[src/rtl/inhibitor_pkg.sv]
// Shared types, default parameters and sizing helper for the inhibitor bank.
package inhibitor_pkg;

  typedef enum logic {INH_IDLE, INH_HOLD} inh_state_e;

  localparam int unsigned DEF_WIDTH   = 8;
  localparam int unsigned DEF_HOLDOFF = 4;
  localparam int unsigned DEF_CNT_W   = 16;

  // Holdoff counter must be able to hold the value HOLDOFF itself.
  function automatic int unsigned holdoff_cnt_w(input int unsigned holdoff);
    return $clog2(holdoff + 1);
  endfunction

endpackage

[src/rtl/inhibitor_channel.sv]
// One inhibitor channel: rising-edge detect, enable gating, holdoff FSM,
// registered one-cycle output pulse, busy flag and a combinational drop strobe.
module inhibitor_channel
  import inhibitor_pkg::*;
#(
  parameter int unsigned HOLDOFF = DEF_HOLDOFF
) (
  input  logic clk,
  input  logic reset,
  input  logic in,
  input  logic pass,
  output logic out,
  output logic busy,
  output logic drop
);

  localparam int unsigned CntW = holdoff_cnt_w(HOLDOFF);

  logic            prev_q;
  inh_state_e      state_q, state_d;
  logic [CntW-1:0] cnt_q, cnt_d;
  logic            out_q, out_d;
  logic            rise;

  assign rise = in & ~prev_q;

  // Next-state: accept an edge only when idle and gated open; anything else is a drop.
  always_comb begin
    state_d = state_q;
    cnt_d   = cnt_q;
    out_d   = 1'b0;
    drop    = 1'b0;
    unique case (state_q)
      INH_IDLE: begin
        if (rise) begin
          if (pass) begin
            out_d   = 1'b1;
            cnt_d   = CntW'(HOLDOFF);
            state_d = INH_HOLD;
          end else begin
            drop = 1'b1;
          end
        end
      end
      INH_HOLD: begin
        // Gating inputs are ignored here: a running holdoff always completes.
        cnt_d = cnt_q - CntW'(1);
        if (cnt_q == CntW'(1)) state_d = INH_IDLE;
        drop = rise;
      end
      default: state_d = INH_IDLE;
    endcase
  end

  // State registers with synchronous reset.
  always_ff @(posedge clk) begin
    if (reset) begin
      prev_q  <= 1'b0;
      state_q <= INH_IDLE;
      cnt_q   <= '0;
      out_q   <= 1'b0;
    end else begin
      prev_q  <= in;
      state_q <= state_d;
      cnt_q   <= cnt_d;
      out_q   <= out_d;
    end
  end

  assign out  = out_q;
  assign busy = (state_q == INH_HOLD);

endmodule

[src/rtl/inhibitor_bank.sv]
// WIDTH independent inhibitor channels with shared global enable.
// Optional feature macro: INHIBITOR_DROP_CNT_EN adds the saturating drop_cnt output.
module inhibitor_bank
  import inhibitor_pkg::*;
#(
  parameter int unsigned WIDTH   = DEF_WIDTH,
  parameter int unsigned HOLDOFF = DEF_HOLDOFF,
  parameter int unsigned CNT_W   = DEF_CNT_W
) (
  input  logic             clk,
  input  logic             reset,
  input  logic [WIDTH-1:0] in,
  input  logic             enable_l,
  input  logic [WIDTH-1:0] chan_en_l,
  output logic [WIDTH-1:0] out,
  output logic [WIDTH-1:0] busy
`ifdef INHIBITOR_DROP_CNT_EN
  ,
  output logic [CNT_W-1:0] drop_cnt
`endif
);

  logic [WIDTH-1:0] drop;

  for (genvar i = 0; i < WIDTH; i++) begin : g_chan
    inhibitor_channel #(
      .HOLDOFF(HOLDOFF)
    ) u_chan (
      .clk  (clk),
      .reset(reset),
      .in   (in[i]),
      .pass (~enable_l & ~chan_en_l[i]),
      .out  (out[i]),
      .busy (busy[i]),
      .drop (drop[i])
    );
  end

`ifdef INHIBITOR_DROP_CNT_EN
  localparam int unsigned PopW = $clog2(WIDTH + 1);
  localparam int unsigned SumW = CNT_W + PopW;

  logic [PopW-1:0]  pop;
  logic [SumW-1:0]  sum;
  logic [CNT_W-1:0] drop_cnt_q, drop_cnt_d;

  // Count channels dropping an edge this cycle, then add with saturation.
  always_comb begin
    pop = '0;
    for (int unsigned i = 0; i < WIDTH; i++) pop = pop + PopW'(drop[i]);
    sum = SumW'(drop_cnt_q) + SumW'(pop);
    if (sum > SumW'({CNT_W{1'b1}})) drop_cnt_d = '1;
    else                            drop_cnt_d = sum[CNT_W-1:0];
  end

  // Drop counter register, cleared only by reset.
  always_ff @(posedge clk) begin
    if (reset) drop_cnt_q <= '0;
    else       drop_cnt_q <= drop_cnt_d;
  end

  assign drop_cnt = drop_cnt_q;
`else
  localparam int unsigned UnusedCntW = CNT_W;
  logic unused_drop;
  assign unused_drop = ^drop;
`endif

endmodule
[config.mk]
export PLATFORM = sky130hd
export DESIGN_NAME = inhibitor_bank
export DESIGN_NICKNAME = d
export VERILOG_FILES = /design/src/rtl/inhibitor_pkg.sv /design/src/rtl/inhibitor_channel.sv /design/src/rtl/inhibitor_bank.sv
export SDC_FILE = /design/constraint.sdc
export NUM_CORES = 1
export LEC_CHECK = 0
export ABC_CLOCK_PERIOD_IN_PS = 1400
export CAP_MARGIN = 20
export CORE_ASPECT_RATIO = 0.6
export CORE_MARGIN = 2
export CORE_UTILIZATION = 50
export CTS_CLUSTER_SIZE = 25
export DETAILED_ROUTE_END_ITERATION = 16
export GPL_ROUTABILITY_DRIVEN = 1
export PLACE_DENSITY = 0.79
export SYNTH_ARGS = -nofsm -noshare
export SYNTH_HDL_FRONTEND = slang
export SYNTH_SLANG_ARGS = --single-unit
export TNS_END_PERCENT = 10
[constraint.sdc]
create_clock -name clk -period 1.4 [get_ports clk]
set_clock_uncertainty 0.15 [all_clocks]
set_input_delay 0.21 -clock clk [delete_from_list [all_inputs] [get_ports clk]]
set_output_delay 0.21 -clock clk [all_outputs]
set_load 0.05 [all_outputs]
==> impl_metrics.tcl, run 1 <==
set metrics [dict create \
    portBuffers 34 \
    grt_usage_pct 19.3 \
    peakVddDrop_mv 0.630 \
    clock_latency_ns 0.30 \
    path_cells "buf_12" \
    switching_share_pct 25.8 \
    antenna_found_initial 0 \
    seq_power_share_pct 53.5 \
    crit_required_ns 1.04 \
    synth_top_area_share_pct 44.2 \
    ios 35 \
    final_net_count 299 \
    cts_tree "yes" \
    clock_sinks 48 \
    syn_area_per_cell_sq_um 9.71 \
    path_buf_inv 1 \
    hold_buffers 0 \
    clock_path_buffers 2 \
    max_freq_ghz 0.744 \
    worstPathMaxFanout 8 \
    via_per_inst 5.19 \
    period_share_pct 96.0 \
    synth_area_leader_cell "dfxtp_1" \
    placedCellCount 317 \
    cts-resized-gates 3 \
    dpl_worst_slack_ns -0.268 \
    p_comb_share_pct 16.9 \
    drive_gt1_share_pct 21.1 \
    slowest_stage "dfxtp_1" \
    synthFlopType "dfxtp_1" \
    final_cell_area_sq_mm 0.00288 \
    clk_pin_slew_ns 0.08 \
    drt_iter0_markers 62 \
    slowest_delay_ns 0.50 \
    dr.pass1.iters 4 \
    grt_first_pass_wirelength_microns 7090 \
    hpwl_microns 3150 \
    p_int_mw 2.08 \
    status "finished, final reports clean" \
    crit_path_start_kind "flip-flop" \
    finalCriticalPeriod_ns 1.34 \
    syn_inst 224 \
    final_hold_viol_count 0 \
    setup_violations 0 \
    worst_slew_pin_slew_ns 0.345 \
    maxCapViolations 0 \
    final.setup.worst_slack_ns 0.0560 \
    grt_overflow 0 \
    critical_path_class "reg2out" \
    power_frac_clock_pct 29.6 \
    wire_per_inst_microns 12.8 \
    synth.most_common_cell "dfxtp_1" \
    die_area_sq_mm 0.00491 \
    power_leakage_nw 1.30 \
    synth_seq_cells 48 \
    crit_path_end_kind "primary output" \
    async_flop_share_pct 0 \
    placed_area_sq_mm 0.00277 \
    fin_util_pct 69.5 \
    p_per_area_mw_per_mm2 975 \
    place_congestion 0.848 \
    maxSlewViolCount 0 \
    syn_to_final_growth_pct 32.5 \
    hold_class "in2reg" \
    grt_pass1_vias 1622 \
    crit_family "flip-flops" \
    n_antenna_cell 0 \
    cts-root-buf "clkbuf_8" \
    ys_seq_area_share_pct 44.2 \
    cp_data_arrival_time_ns 0.98 \
    syn-num-nets 259 \
    final_cell_count_no_fill 325 \
    slew_headroom_pct 76.9 \
    yosysWarnings 0 \
    cts_buffers 5 \
    die_h_microns 55.1 \
    drt-total-wl_microns 4170 \
    ctsHtreeMaxLevel 2 \
    syn_area_sq_mm 0.00217 \
    ant_nets 0 \
    core-area_sq_mm 0.00414 \
    rsz0062_at_grt "no" \
    start_util_pct 52.5 \
    synth_common_cells "dfxtp_1 (48), inv_1 (23), buf_4 (16), ha_1 (16), o31ai_1 (16)" \
    p_sw_mw 0.723 \
    vias 1687 \
    drc_errors 0 \
    yosys.cell_types.count 28 \
    std_cell_rows 18 \
    yosys-top-cells-area "dfxtp_1 (44%), ha_1 (9.2%), o211a_1 (6.9%), buf_4 (5.5%), o31ai_1 (5.5%)" \
    cts_setup_buffers 0 \
    fp.dieW_microns 89.1 \
    synth_edf_count 0 \
    grt_max_degree 17 \
]
-- metal layers --
| layer | vias up | global-route usage (%) | share of wire, % | wire [microns] |
|---|---|---|---|---|
| li1 | 847 | - | - | - |
| met1 | 798 | 23.6 | 47 | 1960 |
| met2 | 32 | 33.2 | 47 | 1960 |
| met3 | 10 | 5.04 | 4.1 | 170 |
| met4 | 0 | 7.96 | 1.7 | 69 |
| met5 | - | 0 | 0 | 0 |
-- power groups by stage --
stage          sequential, mW  clock (mW)  combinational (mW)
6_report                 1.50       0.830               0.475
5_1_grt                  1.51       0.904               0.520
4_1_cts                  1.50       0.854               0.472
3_5_place_dp             1.53           0               0.469
3_3_place_gp             1.53           0               0.457
2_1_floorplan            1.51           0               0.273
-- placed cells by master (no fill, tap or decap), types with 9 or more instances in the layout --
cell type,instances
o31ai_1,16
clkdlybuf4s50_1,18
and3_1,9
buf_12,17
ha_1,16
dfxtp_1,43
inv_1,23
o211a_1,15
nand2_1,12
buf_4,20
-- kinds of logic after synthesis --
family	synth area share [%]
fa+ha+maj	9.21
buf+inv	11.2
simple gates	18.5
compound gates	16.9
flops	44.2
-- stage by stage --
step           hold slack, ns  TNS [ns]  power, mW
5_1_grt                 0.345         0       2.94
6_report                0.335         0       2.81
3_3_place_gp            0.306     -6.47       1.98
3_5_place_dp            0.326     -6.75       2.00
2_1_floorplan           0.139         0       1.78
4_1_cts                 0.325         0       2.83
-- final cells by class --
type / count / area, sq um
timing repair buffer: 56 / 682
multi-input combinational: 130 / 977
clock inverter: 2 / 10.0
clock buffer: 6 / 82.6
fill: 341 / 1260
inverter: 23 / 86.3
sequential: 48 / 967
tap: 60 / 75.1
-- flip-flops by register name (all words and copies together), names as in the netlist --
signal	flops
g_chan.u_chan.busy	8
g_chan.u_chan.cnt_q	24
g_chan.u_chan.prev_q	8
g_chan.u_chan.out	8
-- final timing paths --
| kind | start | endpoint | slack, ns | depth (start not counted) |
|---|---|---|---|---|
| worst max-delay path | g_chan[4].u_chan.busy | busy[4] | 0.06 | 1 |
| worst min-delay path | chan_en_l[0] | g_chan[0].u_chan.out | 0.33 | 2 |
| worst max register to register | g_chan[7].u_chan.cnt_q[0] | g_chan[7].u_chan.cnt_q[2] | 0.08 | 5 |
| worst min register to register | g_chan[5].u_chan.cnt_q[1] | g_chan[5].u_chan.cnt_q[1] | 0.34 | 2 |
Note: power is estimated with default switching activity, not from simulation.
==> run 2: changes to the inputs <==
--- a/config.mk
+++ b/config.mk
@@ -8,7 +8,6 @@
 export ABC_CLOCK_PERIOD_IN_PS = 1400
 export CAP_MARGIN = 20
 export CORE_ASPECT_RATIO = 0.6
-export CORE_MARGIN = 2
 export CORE_UTILIZATION = 50
 export CTS_CLUSTER_SIZE = 25
 export DETAILED_ROUTE_END_ITERATION = 16
==> impl_metrics.tcl, run 2 (synthesis gave the netlist of run 1 again) <==
set metrics [dict create \
    status "finished, final reports clean" \
    drt_iter0_markers 40 \
    die_h_microns 53.1 \
    drive_gt1_share_pct 20.7 \
    cp_data_arrival_time_ns 1.43 \
    hold_class "in2reg" \
    cts_buffers 5 \
    rsz0062_at_grt "yes" \
    cp-startpoint "enable_l" \
    crit_path_end_kind "flip-flop" \
    period_share_pct 97.2 \
    power_leakage_nw 1.28 \
    wire_per_inst_microns 12.4 \
    portBuffers 34 \
    placedCellCount 313 \
    hpwl_microns 2930 \
    min_from "chan_en_l[0]" \
    core-area_sq_mm 0.00414 \
    grt_first_pass_wirelength_microns 6640 \
    final_common_cell "dfxtp_1" \
    n_antenna_cell 0 \
    final_hold_viol_count 0 \
    r2r-start "g_chan[7].u_chan.cnt_q[0]" \
    grt_overflow 0 \
    dpl_worst_slack_ns -0.311 \
    std_cell_rows 18 \
    seq_area_sq_um 967 \
    start_util_pct 52.5 \
    slew_headroom_pct 76.1 \
    r2r_cells 5 \
    hold_depth 2 \
    setup_violations 0 \
    grt_usage_pct 19.0 \
    clock_sinks 48 \
    p_per_area_mw_per_mm2 1020 \
    final_cell_area_sq_mm 0.00287 \
    ctsHtreeMaxLevel 2 \
    drc_errors 0 \
    final_cell_count_no_fill 321 \
    worst_slew_pin_slew_ns 0.356 \
    grt_max_degree 20 \
    peakVddDrop_mv 0.615 \
    clock_latency_ns 0.30 \
    vias 1624 \
    maxSlewViolCount 0 \
    fp.dieW_microns 87.1 \
    clk_pin_slew_ns 0.09 \
    die_area_sq_mm 0.00463 \
    placed_area_sq_mm 0.00273 \
    via_per_inst 5.06 \
    grt_pass1_vias 1494 \
    max_freq_ghz 0.735 \
    final_net_count 295 \
    antenna_found_initial 0 \
    maxCapViolations 0 \
    power.total_mw 2.93 \
    final.setup.worst_slack_ns 0.0396 \
    place_congestion 0.791 \
    top_register "g_chan.u_chan.cnt_q" \
    hold_buffers 0 \
    cts_setup_buffers 0 \
    ios 35 \
    ant_nets 0 \
    largest_reg_flops 24 \
    critical_path_class "in2reg" \
    num-fill-cells 324 \
    worstPathMaxFanout 10 \
    drt-total-wl_microns 3970 \
    cts-root-buf "clkbuf_8" \
    crit_required_ns 1.47 \
    cts_tree "yes" \
    crit_path_start_kind "input port" \
    finalCriticalPeriod_ns 1.36 \
    clock_path_buffers 2 \
    multi_input_area_sq_um 991 \
    layout_common_cells "dfxtp_1 (43), inv_1 (23), clkdlybuf4s50_1 (18)" \
    syn_to_final_growth_pct 31.8 \
    dr.pass1.iters 4 \
]
==> run 2: cell count changes in the layout (fill, tap and decap cells not counted), sizes merged <==
cell    delta
buf        -4
bufinv     +1
clkinv     -1
==> run 2: worst max-delay path, stage by stage <==
cell and delay [ns]:
clkdlybuf4s50_1 0.49, buf_6 0.17, nor4b_4 0.06, or2_2 0.31, o31ai_2 0.18
==> run 2: power breakdown <==
part | total [mW] | switching, mW | internal (mW)
Combinational | 0.461 | 0.222 | 0.239
Clock | 0.968 | 0.438 | 0.530
Sequential | 1.50 | 0.0615 | 1.44
Total | 2.93 | 0.721 | 2.21
==> run 2: layer usage <==
layer	GRT usage [%]	share of wire, %	wire length (microns)	up-vias
met5	0	0	0	-
met4	7.38	0.98	39	0
met3	5.15	3.3	131	4
met2	30.6	44	1770	20
met1	24.5	51	2030	759
li1	-	-	-	841
==> run 2: timing repair <==
action,4_1_cts,5_1_grt
setup endpoints to repair,2,15
resized for setup,1,9
endpoints found under the hold margin,0,0
pin swaps,0,2
==> run 2: final cells by class <==
type / count / area share (%)
Tap cell: 60 / 2.62
Multi-Input combinational cell: 130 / 34.6
Inverter: 23 / 3.01
Timing Repair Buffer: 52 / 22.3
Clock buffer: 6 / 2.53
Clock inverter: 2 / 1.22
Sequential cell: 48 / 33.7
==> run 2: final timing paths <==
path / endpoint / slack, ns
setup / recovery: g_chan[5].u_chan.cnt_q[0] / 0.04
hold / removal: g_chan[0].u_chan.out / 0.33
setup reg to reg: g_chan[7].u_chan.cnt_q[2] / 0.10
hold reg to reg: g_chan[5].u_chan.cnt_q[1] / 0.34
==> run 2: through the flow <==
stage / utilization, % / TNS [ns] / hold slack (ns)
finish: 69.2 / 0 / 0.332
global route: 69.2 / -0.00275 / 0.321
CTS: 68.4 / -0.00761 / 0.322
detailed placement: 65.8 / -8.73 / 0.324
global placement: 65.8 / -7.11 / 0.301
floorplan: - / 0 / 0.139
